[src/rtl/dcca_ce_sequencer.sv]
// dcca_ce_sequencer: drives the CE pin of a DCCA clock buffer.
// Stop gates only after an idle drain; start reports running after settling.
module dcca_ce_sequencer #(
   parameter int STOP_DELAY  = 4,
   parameter int START_DELAY = 3,
   parameter int CNT_W       = 8
) (
   input  logic       clk,
   input  logic       rst,
   input  logic       stop_req,
   input  logic       start_req,
   input  logic       busy,
   output logic       ce,
   output logic       running,
   output logic       stop_ack,
   output logic       start_ack,
   output logic [1:0] state_o
);

   typedef enum logic [1:0] {
      S_RUN     = 2'd0,
      S_DRAIN   = 2'd1,
      S_STOPPED = 2'd2,
      S_WAKE    = 2'd3
   } state_t;

   localparam logic [CNT_W-1:0] STOP_LAST  = CNT_W'(STOP_DELAY - 1);
   localparam logic [CNT_W-1:0] START_LAST = CNT_W'(START_DELAY - 1);

   state_t           r_state;
   logic [CNT_W-1:0] r_cnt;
   logic             r_stop_pend;
   logic             r_ce;
   logic             r_running;
   logic             r_stop_ack;
   logic             r_start_ack;

   // Sequencer FSM: every output is a register so CE never sees input glitches.
   always_ff @(posedge clk) begin
      if (rst) begin
         r_state     <= S_RUN;
         r_cnt       <= '0;
         r_stop_pend <= 1'b0;
         r_ce        <= 1'b1;
         r_running   <= 1'b1;
         r_stop_ack  <= 1'b0;
         r_start_ack <= 1'b0;
      end else begin
         r_stop_ack  <= 1'b0;
         r_start_ack <= 1'b0;
         unique case (r_state)
            S_RUN: begin
               if (start_req) begin
                  r_start_ack <= 1'b1;
               end else if (stop_req) begin
                  r_state <= S_DRAIN;
                  r_cnt   <= '0;
               end
            end
            S_DRAIN: begin
               if (start_req) begin
                  r_state     <= S_RUN;
                  r_start_ack <= 1'b1;
                  r_cnt       <= '0;
               end else if (busy) begin
                  r_cnt <= '0;
               end else if (r_cnt == STOP_LAST) begin
                  r_state    <= S_STOPPED;
                  r_ce       <= 1'b0;
                  r_running  <= 1'b0;
                  r_stop_ack <= 1'b1;
                  r_cnt      <= '0;
               end else begin
                  r_cnt <= r_cnt + 1'b1;
               end
            end
            S_STOPPED: begin
               if (start_req) begin
                  r_state <= S_WAKE;
                  r_ce    <= 1'b1;
                  r_cnt   <= '0;
               end else if (stop_req) begin
                  r_stop_ack <= 1'b1;
               end
            end
            S_WAKE: begin
               if (r_cnt == START_LAST) begin
                  r_running   <= 1'b1;
                  r_start_ack <= 1'b1;
                  r_cnt       <= '0;
                  r_stop_pend <= 1'b0;
                  if (r_stop_pend || stop_req) begin
                     r_state <= S_DRAIN;
                  end else begin
                     r_state <= S_RUN;
                  end
               end else begin
                  r_cnt <= r_cnt + 1'b1;
                  if (stop_req) begin
                     r_stop_pend <= 1'b1;
                  end
               end
            end
         endcase
      end
   end

   assign ce        = r_ce;
   assign running   = r_running;
   assign stop_ack  = r_stop_ack;
   assign start_ack = r_start_ack;
   assign state_o   = r_state;

endmodule

[config.mk]
export PLATFORM = sky130hd
export DESIGN_NAME = dcca_ce_sequencer
export DESIGN_NICKNAME = d
export VERILOG_FILES = /design/src/rtl/dcca_ce_sequencer.sv
export SDC_FILE = /design/constraint.sdc
export NUM_CORES = 1
export LEC_CHECK = 0
export BUFFER_PORTS_ARGS = -buffer_cell sky130_fd_sc_hd__buf_2
export CAP_MARGIN = 20
export CORE_ASPECT_RATIO = 1.2
export CORE_MARGIN = 10
export CORE_UTILIZATION = 30
export CTS_CLUSTER_SIZE = 10
export DETAILED_ROUTE_END_ITERATION = 6
export SYNTH_ARGS = -nofsm -noshare
export SYNTH_HDL_FRONTEND = slang
export SYNTH_SLANG_ARGS = --single-unit
[constraint.sdc]
create_clock -name clk -period 1.9 [get_ports clk]
set_input_delay 0.19 -clock clk [delete_from_list [all_inputs] [get_ports clk]]
set_output_delay 0.19 -clock clk [all_outputs]
set_load 0.01 [all_outputs]
# After elaboration in Yosys (flattened, before gate mapping)
# Index checks and enable logic that the tools add are counted.
[totals]
register_bits = 15
out_inout_bits = 6
elab_cells = 68
[op_classes]
add_sub_neg = 1
n_eq_ne = 14
mux = 35
reduce_logical = 11
[ops]
columns = ["cell", "n"]
rows = [
  ["$mux 8", 7],
  ["$pmux 8 s4", 1],
  ["$eq 8x2->1 const B", 2],
  ["$mux 1", 15],
  ["$mux 2", 7],
  ["$ne 2x2->1 const B", 7],
  ["$reduce_and 5->1", 2],
  ["$add 8x1->8 const B", 1],
  ["$pmux 1 s2", 4],
  ["$pmux 2 s4", 1],
  ["$ne 3x3->1 const B", 2],
  ["$reduce_and 6->1", 1],
  ["$reduce_bool 2->1", 3],
  ["$eq 2x2->1 const B", 2],
  ["$reduce_and 3->1", 1],
  ["$eq 2x1->1 const B", 1],
  ["$logic_not 2->1", 1],
  ["$reduce_and 2->1", 1],
  ["$reduce_or 2->1", 1],
  ["$logic_or 1x1->1", 1],
]

# Logic depth before layout (Yosys ltp)
# Gate-level depths: netlist of the first run.
[logic_depth]
depth_word = 5
depth_mapped = 6
depth_no_buf = 6

# Worst setup path after synthesis of the first run
# OpenSTA, ideal clock, no wires.
[synth_path]
path_type = "register to register"
startpoint = "reg r_state[0], in the netlist state_o[0]"
endpoint = "reg (tool-made name)"
arrival_time_ns = 1.891
setup_slack_ns = -0.095
path_stages_with_launch = 7
cell_sequence = "dfxtp_1 > inv_1 > ha_1 > nand2b_1 > o21ai_0 > or4_1 > a2111oi_2"
[synth_lines]
columns = ["element", "line_no", "text"]
rows = [
  ["from (decl)", "30", "state_t r_state;"],
  ["from (signal assigned)", "41", "r_state <= S_RUN;"],
  ["from (signal assigned)", "56", "r_state <= S_DRAIN;"],
  ["from (signal assigned)", "62", "r_state <= S_RUN;"],
]

# Worst setup path in the final report of the first run
[layout_path]
startpoint = "reg r_cnt[0]"
endpoint = "reg r_state[0], in the netlist state_o[0]"
[layout_via]
elab_chain_cells = 3
word_cells_on_any_way = 5
[layout_rtl]
columns = ["element", "line_no", "text"]
rows = [
  ["from (decl)", "31", "logic [CNT_W-1:0] r_cnt;"],
  ["from (signal assigned)", "74", "r_cnt <= r_cnt + 1'b1;"],
  ["from (signal assigned)", "98", "r_cnt <= r_cnt + 1'b1;"],
  ["$eq 8x2->1 (on tied branches)", "67, 87", ""],
  ["$ne 3x3->1 (no source line) / $ne 2x2->1 (equally long branches)", "-", ""],
  ["$reduce_and 6->1 (no source line) (*)", "-", ""],
  ["to (signal assigned)", "62", ""],
  ["to (signal assigned)", "68", "r_state <= S_STOPPED;"],
  ["to (signal assigned)", "79", "r_state <= S_WAKE;"],
]
# Every way passes the cells marked *; elsewhere a longest branch is shown, timed or not.
# A chain may end at the register's enable or synchronous reset.

==> results of run 1 <==
power breakdown:
group | leakage (nW) | switching, mW | internal, mW
clock | 0.0177 | 0.115 | 0.0784
combinational | 0.329 | 0.0864 | 0.0752
sequential | 0.125 | 0.00868 | 0.323
critical path, cell delays in order, from the launching register on:
cell and delay, ps:
dfxtp_2 370, ha_4 130, or4b_4 450, o21ai_2 130
or4b_4 470, a221oi_2 240
cell usage in the layout (no fill, tap or decap), types with 3 or more instances in the layout:
master	Yosys	layout
inv_1	8	7
a21oi_1	7	6
nor2b_1	3	3
ha_1	6	3
nor2_1	7	7
buf_2	0	10
dfxtp_1	15	9
clkbuf_4	0	3
or3_1	4	4
o211ai_1	4	4
nand4_1	4	4
nand2_1	6	6
buf_4	0	22
dfxtp_2	0	4
o21ai_0	9	8
Yosys cell counts:
| cell type | instances | area share |
|---|---|---|
| o31ai_2 | 1 | 0.014 |
| and4_1 | 1 | 0.010 |
| ha_1 | 6 | 0.086 |
| or3_1 | 4 | 0.029 |
| a21oi_1 | 7 | 0.040 |
| o31ai_1 | 1 | 0.0086 |
| o21a_1 | 1 | 0.0086 |
| or4b_1 | 2 | 0.023 |
| o21ai_1 | 1 | 0.0057 |
| o21ai_0 | 9 | 0.052 |
| inv_1 | 8 | 0.035 |
| a2111oi_2 | 1 | 0.017 |
| dfxtp_1 | 15 | 0.35 |
| nor3b_1 | 2 | 0.017 |
| xor2_1 | 1 | 0.010 |
| nor4_4 | 1 | 0.024 |
| nor2b_1 | 3 | 0.022 |
| or4_1 | 3 | 0.026 |
| o41a_1 | 1 | 0.013 |
| o211ai_1 | 4 | 0.035 |
| nor4_1 | 1 | 0.0072 |
| a31oi_2 | 1 | 0.014 |
| a31oi_1 | 1 | 0.0072 |
| a221oi_2 | 1 | 0.017 |
| and3_1 | 1 | 0.0072 |
| nand3_1 | 1 | 0.0057 |
| nand2_1 | 6 | 0.026 |
| nor2_1 | 7 | 0.030 |
| nand2b_1 | 1 | 0.0072 |
| nand4_1 | 4 | 0.029 |
| o31a_1 | 1 | 0.010 |
| a211oi_1 | 2 | 0.017 |
worst max path at each step:
| stage | end | slack (ps) | cells past startpoint |
|---|---|---|---|
| after floorplan | state_o[0] | 30 | 5 |
| after global placement | register | 10 | 6 |
| after detailed placement | register | -1 | 6 |
| after CTS | register | 10 | 6 |
| after global routing | state_o[0] | -60 | 5 |
| final | state_o[0] | 10 | 5 |
final cells by class:
cell class | count | area (um^2)
fill | 295 | 1550
multi-input combinational | 76 | 609
sequential | 15 | 313
timing repair buffer | 32 | 215
tap | 34 | 42.5
inverter | 8 | 30.0
clock buffer | 3 | 22.5
clock inverter | 1 | 5.00
cell families after synthesis:
family / Yosys count
buffers and inverters: 8
and+or+nand+nor: 37
AOI/OAI and AO/OA: 32
DFF: 15
adders and majority gates: 6
xor gates and xnor gates: 1
sequential cells by signal (all words and copies together), names as in the netlist, named ones only:
register	cells
running	1
r_stop_pend	1
r_cnt	8
start_ack	1
state_o	1
ce	1
stop_ack	1
per-stage QoR:
step           instance area (um^2)  worst slack, ps  utilization  hold WS, ps
2_1_floorplan                   886             33.3            -          249
3_3_place_gp                   1130             14.8        0.405          460
3_5_place_dp                   1130            -1.10        0.405          458
4_1_cts                        1160             11.1        0.417          146
5_1_grt                        1240            -60.7        0.444          172
6_report                       1240             12.8        0.444          174
timing repair:
item / in CTS / in global routing
endpoints found under the setup margin: 2 / 6
gates resized for setup: 3 / 15
pin swaps: 0 / 5
setup buffers: 0 / 2
metal layers:
layer	global-route usage	part of all wire
met1	0.100	0.43
met2	0.151	0.53
met3	0.0336	0.035
met4	0.0222	0.0040
met5	0	0
==> flow_summary.json, run 1 <==
{
  "status": "finished, final reports clean",
  "synth.mux.area_fraction": 0,
  "clkLatencyLatePin_ps": 290,
  "dieArea_um2": 5460,
  "drv_slew": 0,
  "total_power_mw": 0.686,
  "synth-compound-area-share": 0.260,
  "drive_gt1_frac": 0.437,
  "synth_top_family_by_area": "simple AND/OR/NAND/NOR gates",
  "cp-startpoint": "r_cnt[0]",
  "rows": 21,
  "path_clk_slew_ps": 100,
  "coreArea_um2": 2790,
  "final_hold_viol_count": 0,
  "place.gp.congestion": 0.839,
  "routed_wl_mm": 2.53,
  "r2r_end": "state_o[0]",
  "cts_tree": "yes",
  "min_to": "state_o[0]",
  "syn_nets": 110,
  "yosysWarnings": 0,
  "crit_fanout": 2,
  "route.antenna.remaining_nets": 0,
  "grt_max_degree": 10,
  "hp-class": "input port to register",
  "cts_buffers": 3,
  "max_cap_viol_count": 0,
  "rrSetupSlack_ps": 10,
  "drcViolationCount": 0,
  "gr-usage-all-layers": 0.0882,
  "avgSynthCellArea_um2": 8.78,
  "netlist_area_um2": 870,
  "htree_num_levels": 1,
  "dr.pass1.iters": 6,
  "dp_hpwl_mm": 1.85,
  "p_leak_nw": 0.471,
  "min_period_ps": 1890,
  "finalSetupTns_ps": 0,
  "finalSetupViolCount": 0,
  "fmax_ghz": 0.530,
  "drt-wirelength-per-cell_um": 15.0,
  "tightest_slew_ps": 507,
  "hold_depth": 2,
  "slew_headroom": 0.659,
  "critPathCaptureType": "register",
  "syn_to_final_growth_pct": 42.3,
  "yosys.area_share.simple": 0.263,
  "vias": 896,
  "fin_crit_sh": 0.993,
  "synth.distinct_cells": 32,
  "crit_required_ps": 2110,
  "start_util": 0.312,
  "r2r_cells": 5,
  "synth_cells": 99,
  "grt_overflow": 0,
  "grt_pass1_vias": 864,
  "rsz0062_at_grt": "yes",
  "critPathKind": "register to register",
  "drt_iter0_drc": 43,
  "cts_root_buffer": "clkbuf_4",
  "final_cells": 169,
  "cp-start-kind": "register",
  "synth-xor-area-share": 0.0101,
  "io_pins": 11,
  "regToRegStartpoint": "r_cnt[0]",
  "antenna_found_initial": 0,
  "dp_cells": 163,
  "ir_drop_mv": 0.399,
  "die_h_um": 79.0,
  "ys_ff_latch": 15,
  "cp.arrival_ps": 2090,
  "detail_route.vias_per_cell": 5.30,
  "clockBufferDepth": 2,
  "hold_buffers": 0,
  "nNetsFinal": 147,
  "worstHoldStart": "rst",
  "port_buffers": 10,
  "clkSinkCount": 15,
  "yosysSeqAreaShare": 0.345,
  "synth_fa_ha_area_frac": 0.0863,
  "clock_skew_ps": 5.60,
  "die_w_um": 69.1,
  "grt_pass1_wl_mm": 4.06,
  "diodes": 0,
  "powerDensity_nw_per_um2": 555
}
No activity file was read; power rests on OpenSTA's default activity.
==> inputs of run 2 (changes only) <==
--- a/config.mk
+++ b/config.mk
@@ -9,9 +9,11 @@
 export CAP_MARGIN = 20
 export CORE_ASPECT_RATIO = 1.2
 export CORE_MARGIN = 10
-export CORE_UTILIZATION = 30
+export CORE_UTILIZATION = 45
 export CTS_CLUSTER_SIZE = 10
 export DETAILED_ROUTE_END_ITERATION = 6
+export PLACE_DENSITY = 0.67
+export RECOVER_POWER = 100
 export SYNTH_ARGS = -nofsm -noshare
 export SYNTH_HDL_FRONTEND = slang
 export SYNTH_SLANG_ARGS = --single-unit
==> run 2 against run 1 <==
  * Total power down 1.1%
  * Sequential cell count unchanged
  * Critical path depth unchanged
  * Worst setup slack worse by 3.5 ps
  * Via count down 0.89%
  * Core utilization up 19 points
  * Die area down 25%
  * Wire length down 8.8%
  * Clock skew down 4.6 ps
  * Non-clock buffer count down 3
  * Combinational power down 6%
  * Clock power about the same
  * Critical endpoint unchanged
==> flow_summary.json, run 2 (same netlist as run 1, synthesis figures left out) <==
{
  "crit_fanout": 2,
  "rows": 17,
  "clockBufferDepth": 2,
  "status": "finished, final reports clean",
  "detail_route.vias_per_cell": 5.88,
  "hp-class": "input port to register",
  "fmax_ghz": 0.529,
  "nNetsFinal": 144,
  "drcViolationCount": 0,
  "critPathCaptureType": "register",
  "crit_required_ps": 2110,
  "grt_pass1_wl_mm": 3.94,
  "ir_drop_mv": 0.358,
  "total_power_mw": 0.679,
  "vias": 888,
  "grt_overflow": 0,
  "cts_tree": "yes",
  "io_pins": 11,
  "coreArea_um2": 1830,
  "drive_gt1_frac": 0.348,
  "clkSinkCount": 15,
  "rsz0062_at_grt": "yes",
  "cts_root_buffer": "clkbuf_4",
  "slowest_delay_ps": 480,
  "port_buffers": 10,
  "finalSetupTns_ps": 0,
  "start_util": 0.475,
  "clock_skew_ps": 1.05,
  "max_cap_viol_count": 0,
  "path_clk_slew_ps": 90,
  "p_leak_nw": 0.439,
  "finalSetupViolCount": 0,
  "critPathKind": "register to register",
  "post_cts_buffers": 0,
  "clkLatencyLatePin_ps": 300,
  "place.gp.congestion": 0.837,
  "gr-usage-all-layers": 0.126,
  "die_h_um": 68.2,
  "dieArea_um2": 4100,
  "dr.pass1.iters": 4,
  "largest-register": "r_cnt",
  "diodes": 0,
  "antenna_found_initial": 0,
  "route.antenna.remaining_nets": 0,
  "min_period_ps": 1890,
  "worstHoldStart": "rst",
  "drv_slew": 0,
  "tightest_slew_ps": 372,
  "layout_setup_ws_ps": 9.30,
  "grt_max_degree": 9,
  "grt_pass1_vias": 887,
  "fin_util": 0.631,
  "regToRegStartpoint": "r_cnt[0]",
  "routed_wl_mm": 2.31,
  "cp-start-kind": "register",
  "crit_chain": "ha_4 > or4b_1 > o21ai_1 > or4b_4 > a221oi_2",
  "dp_hpwl_mm": 1.80,
  "final_hold_viol_count": 0,
  "htree_num_levels": 1,
  "preCtsSetupSlack_ps": 1.94,
  "cp.arrival_ps": 2100,
  "final_common_cell": "buf_4",
  "powerDensity_nw_per_um2": 588,
  "cp-startpoint": "r_cnt[0]",
  "syn_to_final_growth_pct": 32.8,
  "slowest_stage": "or4b_4",
  "slew_headroom": 0.751,
  "fin_crit_sh": 0.995,
  "cts_buffers": 3,
  "die_w_um": 60.1,
  "final_cell_mix": "19 x buf_4, 10 x dfxtp_1, 8 x o21ai_0, 7 x a21oi_1, 7 x nor2_1",
  "drt_iter0_drc": 43,
  "drt-wirelength-per-cell_um": 15.3,
  "largest_register_ffs": 8,
  "rrSetupSlack_ps": 9
}
-- run 2: cell count changes in the layout (fill, tap and decap cells not counted), sizes merged --
cell,before,now
buf,32,25
clkbuf,3,8
clkinv,1,0
-- run 2: repair_timing --
| item | CTS | global route |
|---|---|---|
| hold buffers | 0 | 0 |
| setup endpoints to repair | 2 | 8 |
| hold endpoints to repair | 0 | 0 |
| cloned | 0 | 0 |
| resized for setup | 4 | 7 |
| pin swaps | 0 | 5 |
-- run 2: metrics by stage --
step	area, um^2	hold WS, ps	instances
2_1_floorplan	886	249	99
3_3_place_gp	1100	457	147
3_5_place_dp	1100	470	147
4_1_cts	1140	145	151
5_1_grt	1150	132	151
6_report	1150	158	151
-- run 2: worst max-delay path: cells and delay by family, from the launching register on --
family / cells / cell delay (ps)
compound gates: 2 / 410
fa+ha+maj: 1 / 130
simple gates: 2 / 900
flops: 1 / 360
-- run 2: layout make-up --
type | count | area (um^2)
clock buffer | 4 | 26.3
fill | 175 | 674
inverter | 8 | 30.0
multi-input combinational | 76 | 578
sequential | 15 | 309
tap | 19 | 23.8
timing repair buffer | 29 | 188
-- run 2: path summary, 6_finish.rpt --
kind                            depth (start not counted)         end
worst max-delay path                                    5  state_o[0]
worst min-delay path                                    2  state_o[0]
worst max register to register                          5  state_o[0]
worst min register to register                          2    r_cnt[7]
-- run 2: report_power, final --
part           switching, mW  leakage (nW)  internal, mW
combinational         0.0811         0.299        0.0719
sequential           0.00886         0.124         0.324
clock                  0.110        0.0150        0.0820
total                  0.200         0.439         0.478
-- run 2: metal layers --
| layer | share of wire | global-route usage | vias up | routed length [um] |
|---|---|---|---|---|
| li1 | - | - | 445 | - |
| met1 | 0.41 | 0.128 | 418 | 943 |
| met2 | 0.51 | 0.218 | 18 | 1170 |
| met3 | 0.050 | 0.0352 | 7 | 116 |
| met4 | 0.032 | 0.0843 | 0 | 73 |
| met5 | 0 | 0 | - | 0 |
==> inputs of run 3 (changes only) <==
--- a/config.mk
+++ b/config.mk
@@ -14,6 +14,7 @@
 export DETAILED_ROUTE_END_ITERATION = 6
 export PLACE_DENSITY = 0.67
 export RECOVER_POWER = 100
+export REMOVE_ABC_BUFFERS = 1
 export SYNTH_ARGS = -nofsm -noshare
 export SYNTH_HDL_FRONTEND = slang
 export SYNTH_SLANG_ARGS = --single-unit
==> run 3 against run 2 <==
  * Final area rose by 5.4%
  * Sequential share of layout area fell by 1.2 points
  * Total power rose by 1.1%
  * Global-route usage rose by 0.20 points
  * Die area did not move
  * Critical path type unchanged
==> flow_summary.json, run 3 (same netlist as run 1, synthesis figures left out) <==
{
  "p_leak_nw": 0.475,
  "dr.pass1.iters": 4,
  "htree_num_levels": 1,
  "coreArea_um2": 1830,
  "cp.arrival_ps": 2090,
  "antenna_found_initial": 0,
  "hp-class": "input port to register",
  "tightest_slew_ps": 528,
  "die_w_um": 60.1,
  "drt_iter0_drc": 45,
  "slew_headroom": 0.645,
  "finalSetupViolCount": 0,
  "total_power_mw": 0.686,
  "routed_wl_mm": 2.53,
  "detail_route.vias_per_cell": 5.94,
  "vias": 926,
  "path_clk_slew_ps": 90,
  "hold_buffers": 0,
  "rrSetupSlack_ps": 5,
  "status": "finished, final reports clean",
  "syn_to_final_growth_pct": 40.0,
  "io_pins": 11,
  "route.antenna.remaining_nets": 0,
  "critPathCaptureType": "register",
  "grt_max_degree": 10,
  "cts_buffers": 3,
  "cp-start-kind": "register",
  "powerDensity_nw_per_um2": 564,
  "drive_gt1_frac": 0.394,
  "cts_tree": "yes",
  "min_period_ps": 1890,
  "final_common_cell": "buf_4",
  "min_to": "state_o[0]",
  "dp_cells": 148,
  "diodes": 0,
  "largest-register": "r_cnt",
  "clkLatencyLatePin_ps": 280,
  "crit_chain": "ha_4 > or4b_4 > o21ai_2 > or4b_4 > a221oi_2",
  "rsz0062_at_grt": "yes",
  "clock_skew_ps": 2.70,
  "cts_root_buffer": "clkbuf_4",
  "fmax_ghz": 0.528,
  "r2r_end": "state_o[0]",
  "regToRegStartpoint": "r_cnt[1]",
  "grt_overflow": 0,
  "drcViolationCount": 0,
  "worstHoldStart": "rst",
  "hold_depth": 2,
  "crit_required_ps": 2100,
  "clockBufferDepth": 2,
  "slowest_delay_ps": 470,
  "largest_register_ffs": 8,
  "place.gp.congestion": 0.869,
  "max_cap_viol_count": 0,
  "crit_top_cell": "or4b_4",
  "critPathKind": "register to register",
  "drv_slew": 0,
  "final_area_um2": 1220,
  "r2r_cells": 5,
  "gr-usage-all-layers": 0.128,
  "dp_hpwl_mm": 1.87,
  "final_cells": 156,
  "grt_pass1_wl_mm": 4.07,
  "die_h_um": 68.2,
  "fin_hold_ws_ps": 174,
  "ir_drop_mv": 0.399,
  "crit_fanout": 2,
  "place_area_um2": 1090,
  "rows": 17,
  "start_util": 0.475,
  "fin_util": 0.666,
  "port_buffers": 10,
  "final_cell_mix": "24 x buf_4, 8 x inv_1, 8 x o21ai_0, 8 x dfxtp_1, 7 x nor2_1",
  "dieArea_um2": 4100,
  "slowest_stage": "or4b_4",
  "grt_pass1_vias": 863,
  "final_hold_viol_count": 0,
  "nNetsFinal": 149,
  "clkSinkCount": 15,
  "drt-wirelength-per-cell_um": 16.2,
  "fin_crit_sh": 0.997
}
==> run 3: what timing repair did <==
action / in CTS / in global routing
resized for setup: 6 / 14
pin swaps: 2 / 8
buffers inserted: 0 / 4
setup endpoints to repair: 2 / 7
==> run 3: cell type report <==
cell class              instances  area, um^2
flip-flops and latches         15         312
repair buffers                 34         225
clock inverters                 1        5.00
fillers                       163         612
inverters                       8        30.0
multi-input cells              76         599
clock buffers                   3        22.5
well taps                      19        23.8
==> run 3: worst max-delay path by stage <==
stage | slack (ps) | depth (start not counted) | endpoint | from
floorplan | -90 | 6 | register | state_o[0]
global placement | 0.9 | 6 | register | state_o[0]
detailed placement | -10 | 6 | register | state_o[0]
CTS | 10 | 6 | register | state_o[0]
global route | -50 | 4 | register | r_cnt[3]
finish | 5 | 5 | state_o[0] | r_cnt[1]
==> run 3: through the flow <==
stage               setup TNS (ps)  worst slack [ps]
floorplan                     -160             -94.5
global placement                 0             0.950
detailed placement           -18.9             -13.1
CTS                              0              10.1
global route                 -87.4             -49.1
finish                           0              5.49
==> run 3: worst max-delay path, delay by kind of cell, from the launching register on <==
family | cells | cell delay (ps)
AO/OA/AOI/OAI | 2 | 390
adder cells (fa/ha/maj) | 1 | 130
flip-flops | 1 | 370
AND/OR/NAND/NOR | 2 | 920
==> run 3: per-layer routing <==
metal / part of all wire / vias to the layer above / global-route usage
li1: - / 455 / -
met1: 0.42 / 436 / 0.144
met2: 0.52 / 29 / 0.214
met3: 0.045 / 6 / 0.0352
met4: 0.019 / 0 / 0.0646
met5: 0 / - / 0
==> run 3: power by group <==
group	internal [mW]	switching (mW)
Clock	0.0781	0.110
Combinational	0.0779	0.0892
Sequential	0.323	0.00815
